$ cat src/rtl/tx_pkg.sv
// Shared constants, RATE codes and FSM state type for the 802.11a TX bit source.
package tx_pkg;

    localparam int unsigned BYTE_W = 8;
    localparam int unsigned LEN_W  = 12;

    typedef enum logic [3:0] {
        Rate6  = 4'b1101,
        Rate9  = 4'b1111,
        Rate12 = 4'b0101,
        Rate18 = 4'b0111,
        Rate24 = 4'b1001,
        Rate36 = 4'b1011,
        Rate48 = 4'b0001,
        Rate54 = 4'b0011
    } rate_e;

    typedef enum logic [1:0] {
        StIdle,
        StRun,
        StDone
    } state_e;

    function automatic logic is_legal_rate(input logic [3:0] code);
        case (code)
            Rate6, Rate9, Rate12, Rate18,
            Rate24, Rate36, Rate48, Rate54: return 1'b1;
            default:                        return 1'b0;
        endcase
    endfunction

endpackage

$ cat src/rtl/byte_to_bit_serializer.sv
// One-byte holding register feeding an LSB-first shift register; streams one bit per
// handshake and refills from hold on the last bit so full throughput has no bubbles.
module byte_to_bit_serializer #(
    parameter int unsigned BYTE_W = 8
) (
    input  logic              clk,
    input  logic              reset,
    input  logic [BYTE_W-1:0] byte_in,
    input  logic              byte_val,
    output logic              byte_rdy,
    output logic              bit_out,
    output logic              bit_val,
    input  logic              bit_rdy,
    output logic              last_bit
);

    localparam int unsigned CNT_W = $clog2(BYTE_W);
    localparam logic [CNT_W-1:0] LastCnt = CNT_W'(BYTE_W - 1);

    logic [BYTE_W-1:0] hold_q, hold_d;
    logic              hold_full_q, hold_full_d;
    logic [BYTE_W-1:0] shreg_q, shreg_d;
    logic              sh_valid_q, sh_valid_d;
    logic [CNT_W-1:0]  bit_cnt_q, bit_cnt_d;

    logic bit_hs;
    logic wr;
    logic load;

    assign bit_hs   = sh_valid_q && bit_rdy;
    assign wr       = byte_val && !hold_full_q;
    // Refill either into an empty shifter or on the final bit's handshake.
    assign load     = hold_full_q && (!sh_valid_q || (bit_hs && (bit_cnt_q == LastCnt)));

    assign byte_rdy = !hold_full_q;
    assign bit_out  = shreg_q[0];
    assign bit_val  = sh_valid_q;
    assign last_bit = sh_valid_q && (bit_cnt_q == LastCnt);

    always_comb begin
        hold_d      = hold_q;
        hold_full_d = hold_full_q;
        shreg_d     = shreg_q;
        sh_valid_d  = sh_valid_q;
        bit_cnt_d   = bit_cnt_q;

        if (bit_hs) begin
            shreg_d   = shreg_q >> 1;
            bit_cnt_d = bit_cnt_q + CNT_W'(1);
            if (bit_cnt_q == LastCnt) begin
                sh_valid_d = 1'b0;
            end
        end
        if (load) begin
            shreg_d     = hold_q;
            sh_valid_d  = 1'b1;
            bit_cnt_d   = '0;
            hold_full_d = 1'b0;
        end
        if (wr) begin
            hold_d      = byte_in;
            hold_full_d = 1'b1;
        end
    end

    always_ff @(posedge clk) begin
        if (!reset) begin
            hold_q      <= '0;
            hold_full_q <= 1'b0;
            shreg_q     <= '0;
            sh_valid_q  <= 1'b0;
            bit_cnt_q   <= '0;
        end else begin
            hold_q      <= hold_d;
            hold_full_q <= hold_full_d;
            shreg_q     <= shreg_d;
            sh_valid_q  <= sh_valid_d;
            bit_cnt_q   <= bit_cnt_d;
        end
    end

endmodule

$ cat src/rtl/psdu_bit_source.sv
// PSDU bitstream source: accepts a frame request, counts PSDU bytes in and streams
// them LSB-first to the TX chain, with frame_done/err status pulses.
module psdu_bit_source #(
    parameter int unsigned BYTE_W = 8,
    parameter int unsigned LEN_W  = 12
) (
    input  logic              clk,
    input  logic              reset,
    input  logic              start,
    input  logic [3:0]        rate,
    input  logic [LEN_W-1:0]  length,
    output logic              start_rdy,
    input  logic [BYTE_W-1:0] byte_in,
    input  logic              byte_val,
    output logic              byte_rdy,
    output logic              data_out,
    output logic              ostream_val,
    input  logic              ostream_rdy,
    output logic [3:0]        rate_out,
    output logic [LEN_W-1:0]  length_out,
    output logic              frame_active,
    output logic              frame_done,
    output logic              err
);

    import tx_pkg::*;

    state_e           state_q, state_d;
    logic [3:0]       rate_q, rate_d;
    logic [LEN_W-1:0] length_q, length_d;
    logic [LEN_W-1:0] bytes_acc_q, bytes_acc_d;
    logic             err_q, err_d;

    logic run;
    logic room;
    logic ser_byte_rdy;
    logic ser_byte_val;
    logic ser_last_bit;
    logic frame_end;

    assign run          = (state_q == StRun);
    assign room         = (bytes_acc_q < length_q);
    assign byte_rdy     = run && ser_byte_rdy && room;
    assign ser_byte_val = byte_val && byte_rdy;
    // Last bit of the last byte: everything accepted and nothing left waiting in hold.
    assign frame_end    = run && ostream_val && ostream_rdy && ser_last_bit
                          && ser_byte_rdy && !room;

    byte_to_bit_serializer #(
        .BYTE_W (BYTE_W)
    ) u_ser (
        .clk      (clk),
        .reset    (reset),
        .byte_in  (byte_in),
        .byte_val (ser_byte_val),
        .byte_rdy (ser_byte_rdy),
        .bit_out  (data_out),
        .bit_val  (ostream_val),
        .bit_rdy  (ostream_rdy),
        .last_bit (ser_last_bit)
    );

    always_comb begin
        state_d     = state_q;
        rate_d      = rate_q;
        length_d    = length_q;
        bytes_acc_d = bytes_acc_q;
        err_d       = 1'b0;

        unique case (state_q)
            StIdle: begin
                if (start) begin
                    if (is_legal_rate(rate) && (length != '0)) begin
                        rate_d      = rate;
                        length_d    = length;
                        bytes_acc_d = '0;
                        state_d     = StRun;
                    end else begin
                        err_d = 1'b1;
                    end
                end
            end
            StRun: begin
                if (ser_byte_val) begin
                    bytes_acc_d = bytes_acc_q + LEN_W'(1);
                end
                if (frame_end) begin
                    state_d = StDone;
                end
            end
            StDone: state_d = StIdle;
            default: state_d = StIdle;
        endcase
    end

    always_ff @(posedge clk) begin
        if (!reset) begin
            state_q     <= StIdle;
            rate_q      <= '0;
            length_q    <= '0;
            bytes_acc_q <= '0;
            err_q       <= 1'b0;
        end else begin
            state_q     <= state_d;
            rate_q      <= rate_d;
            length_q    <= length_d;
            bytes_acc_q <= bytes_acc_d;
            err_q       <= err_d;
        end
    end

    assign start_rdy    = (state_q == StIdle);
    assign frame_active = run;
    assign frame_done   = (state_q == StDone);
    assign err          = err_q;
    assign rate_out     = rate_q;
    assign length_out   = length_q;

endmodule
$ cat config.mk
export PLATFORM = sky130hd
export DESIGN_NAME = psdu_bit_source
export DESIGN_NICKNAME = d
export VERILOG_FILES = /design/src/rtl/tx_pkg.sv /design/src/rtl/byte_to_bit_serializer.sv /design/src/rtl/psdu_bit_source.sv
export SDC_FILE = /design/constraint.sdc
export NUM_CORES = 1
export LEC_CHECK = 0
export CORE_MARGIN = 10
export CORE_UTILIZATION = 38
export DETAILED_ROUTE_END_ITERATION = 8
export PLACE_DENSITY_LB_ADDON = 0.2
export SETUP_SLACK_MARGIN = 0.5
export SYNTH_ARGS = -nofsm -noshare
export SYNTH_HDL_FRONTEND = slang
export SYNTH_HIERARCHICAL = 1
export SYNTH_SLANG_ARGS = --single-unit
$ cat constraint.sdc
create_clock -name clk -period 6.1 [get_ports clk]
set_input_delay 1.22 -clock clk [delete_from_list [all_inputs] [get_ports clk]]
set_output_delay 1.22 -clock clk [all_outputs]
set_load 0.1 [all_outputs]
==> results_dict.tcl <==
set metrics [dict create \
    ys.flop_type "dfxtp_1" \
    tns_ns 0 \
    num_vias 2184 \
    cts_root_buf "clkbuf_8" \
    n_antenna_cell 0 \
    period_needed_ns 4.53 \
    avgViaCountPerCell 5.01 \
    crit_top_cell "a21o_1" \
    placementRows 30 \
    status "finished, final reports clean" \
    slew_headroom_pct 32.7 \
    path_class "reg -> out" \
    post-route-period-util_pct 74.2 \
    grt_pass1_wl_mm 10.6 \
    hold_viol 0 \
    synth-edff-count 0 \
    synth_cells 291 \
    final_common_cell "dfxtp_1" \
    synthArstFlopShare_pct 0 \
    drive_above_1_share_pct 7.35 \
    cts_num_sinks 52 \
    wl_per_cell_um 14.8 \
    muxShareOfSynthArea_pct 7.79 \
    synth_compound_area_share_pct 20.3 \
    fmax_ghz 0.221 \
    postCtsResizedCells 0 \
    yosysWarningCount 6 \
    slew_viol_final 0 \
    hold_path.class "reg -> reg" \
    io_buffers 51 \
    cp_slowest_stage_delay_ns 1.15 \
    cts_setup_buffers 0 \
    die-area_um2 10900 \
    area_growth_pct 24.5 \
    core-area_um2 6830 \
    cp-end-kind "output port" \
    antenna_found_initial 0 \
    critPathArrivalTime_ns 3.31 \
    syn_nets 334 \
    wl_mm 6.45 \
    rsz0062_at_grt "false" \
    final_nets 382 \
    synth_cell_type_count 49 \
    cts.path.max_buffers 2 \
    vdd.ir_drop.worst_mv 0.0958 \
    drt_iter0_drc 117 \
    cts_tree "yes" \
    critical-path-slowest-cell "clkdlybuf4s50_1" \
    syn_area_um2 2700 \
    hpwl_mm 4.90 \
    dr.pass1.iters 4 \
    hold_buffers 0 \
    yosys.area_share.simple_pct 21.0 \
    numCtsBuffers 5 \
    cap_violations 0 \
    globalRouteTotalUtil_pct 11.6 \
    setup_viol 0 \
    leakage_nw 1.29 \
    critPathBufInv 3 \
    finalClockSkew_ns 0.00447 \
    power.density_nw_per_um2 220 \
    path_clk_slew_ns 0.10 \
    synth_xor_area_share_pct 0.325 \
    route.detailed.drc 0 \
    grt_max_degree 30 \
    synth_top_family_by_area "simple AND/OR/NAND/NOR gates" \
    gp_congestion 0.761 \
    yosys.area_share.adder_pct 6.49 \
    fin_total_pwr_uw 740 \
    cp_max_fo 14 \
    fp.dieW_um 104 \
    critPathTopFamily "buffers and inverters" \
    yosysSeqAreaShare_pct 38.6 \
    postRouteAntennaNets 0 \
    path_cells "inv_1, ha_1, a21o_1, a21o_1, a2111oi_4, buf_4, nand2_1, nor2_1, clkdlybuf4s50_1" \
    first_global_vias 2104 \
    dieHeight_um 104 \
    synth_area_per_cell_um2 9.27 \
    synth_seq_cells 52 \
    start_util_pct 39.5 \
    cp.required_ns 4.88 \
    worstSetupStartpointType "register" \
    final_cell_mix "dfxtp_1 (52), clkdlybuf4s50_1 (51), a21oi_1 (32), nor2b_1 (27), mux2i_1 (21)" \
    grt-ovfl-total 0 \
    tightest_slew_ns 1.01 \
    htreeDepth 2 \
    final_core_util_pct 49.2 \
    clock_latency_ns 0.31 \
    pin_count 52 \
]
-- cell families (layout without fill, tap and decap cells) --
group	after synthesis	in the layout
XOR/XNOR	1	1
flip-flops	52	52
buffers and inverters	27	76
AND/OR/NAND/NOR	98	98
adder cells (fa/ha/maj)	14	14
multiplexers	21	21
AO/OA/AOI/OAI	78	78
-- report_power, final --
group          total, mW  switching, mW  internal, mW
Clock              0.209          0.116        0.0925
Sequential         0.360        0.00859         0.352
Combinational      0.171          0.111        0.0598
Total              0.740          0.236         0.504
-- state kept, by name, indices dropped and copies added, names as in the netlist, 2 cells and up --
name,flops
bytes_acc_q,12
u_ser/bit_cnt_q,3
u_ser/shreg_q,8
length_out,12
state_q,2
rate_out,4
u_ser/hold_q,8
-- path summary, 6_finish.rpt --
kind / depth (start not counted) / slack [ns] / endpoint / start
hold reg to reg: 2 / 0.47 / u_ser/bit_cnt_q[1] / u_ser/bit_cnt_q[1]
setup reg to reg: 9 / 3.09 / u_ser/hold_q[5] / length_out[9]
hold / removal: 2 / 0.47 / u_ser/bit_cnt_q[1] / u_ser/bit_cnt_q[1]
setup / recovery: 9 / 1.57 / byte_rdy / length_out[9]
-- final cells by class --
cell class	instances	area, um^2
Clock buffer	7	86.3
Tap cell	96	120
Multi-Input combinational cell	212	1520
Fill cell	695	3470
Clock inverter	1	7.51
Timing Repair Buffer	55	541
Inverter	13	48.8
Sequential cell	52	1040
-- routing by layer --
| layer | global-route usage, % | up-vias | part of all wire [%] |
|---|---|---|---|
| met2 | 17.0 | 40 | 42 |
| met1 | 16.1 | 1000 | 54 |
| met4 | 3.28 | 0 | 1.0 |
| met5 | 0 | - | 0 |
| met3 | 3.16 | 4 | 3.2 |
| li1 | - | 1140 | - |
-- tightest hold or removal path, stage by stage, from the launching register on --
cell and delay (ns):
dfxtp_1 0.32, nand2_1 0.05, a21oi_1 0.05
-- synth_stat cells, drive strengths merged (2+ instances only) --
library cell	instances	area (um^2)
nand3	8	40.0
nor2b	27	169
nor3	2	10.0
and2	6	38.8
a311o	2	20.0
mux2i	21	210
o21a	10	75.1
clkbuf	3	11.3
inv	13	48.8
o31ai	8	60.1
o21ai	6	37.5
and3	5	32.5
ha	14	175
nand4	4	31.3
buf	11	87.6
nor4	3	18.8
nor2	20	75.1
a31oi	10	77.6
a21o	2	15.0
dfxtp	52	1040
a21oi	32	160
nand2	13	56.3
and4	3	26.3
-- metrics by stage --
step / std cells / setup WS [ns] / hold slack [ns] / cell area, um^2
3_3_place_gp: 428 / 1.90 / 0.446 / 3270
5_1_grt: 436 / 1.43 / 0.492 / 3360
2_1_floorplan: 291 / 1.05 / 0.439 / 2700
3_5_place_dp: 428 / 1.87 / 0.454 / 3270
4_1_cts: 436 / 1.52 / 0.468 / 3360
6_report: 436 / 1.57 / 0.466 / 3360
Note: power is estimated with default switching activity, not from simulation.
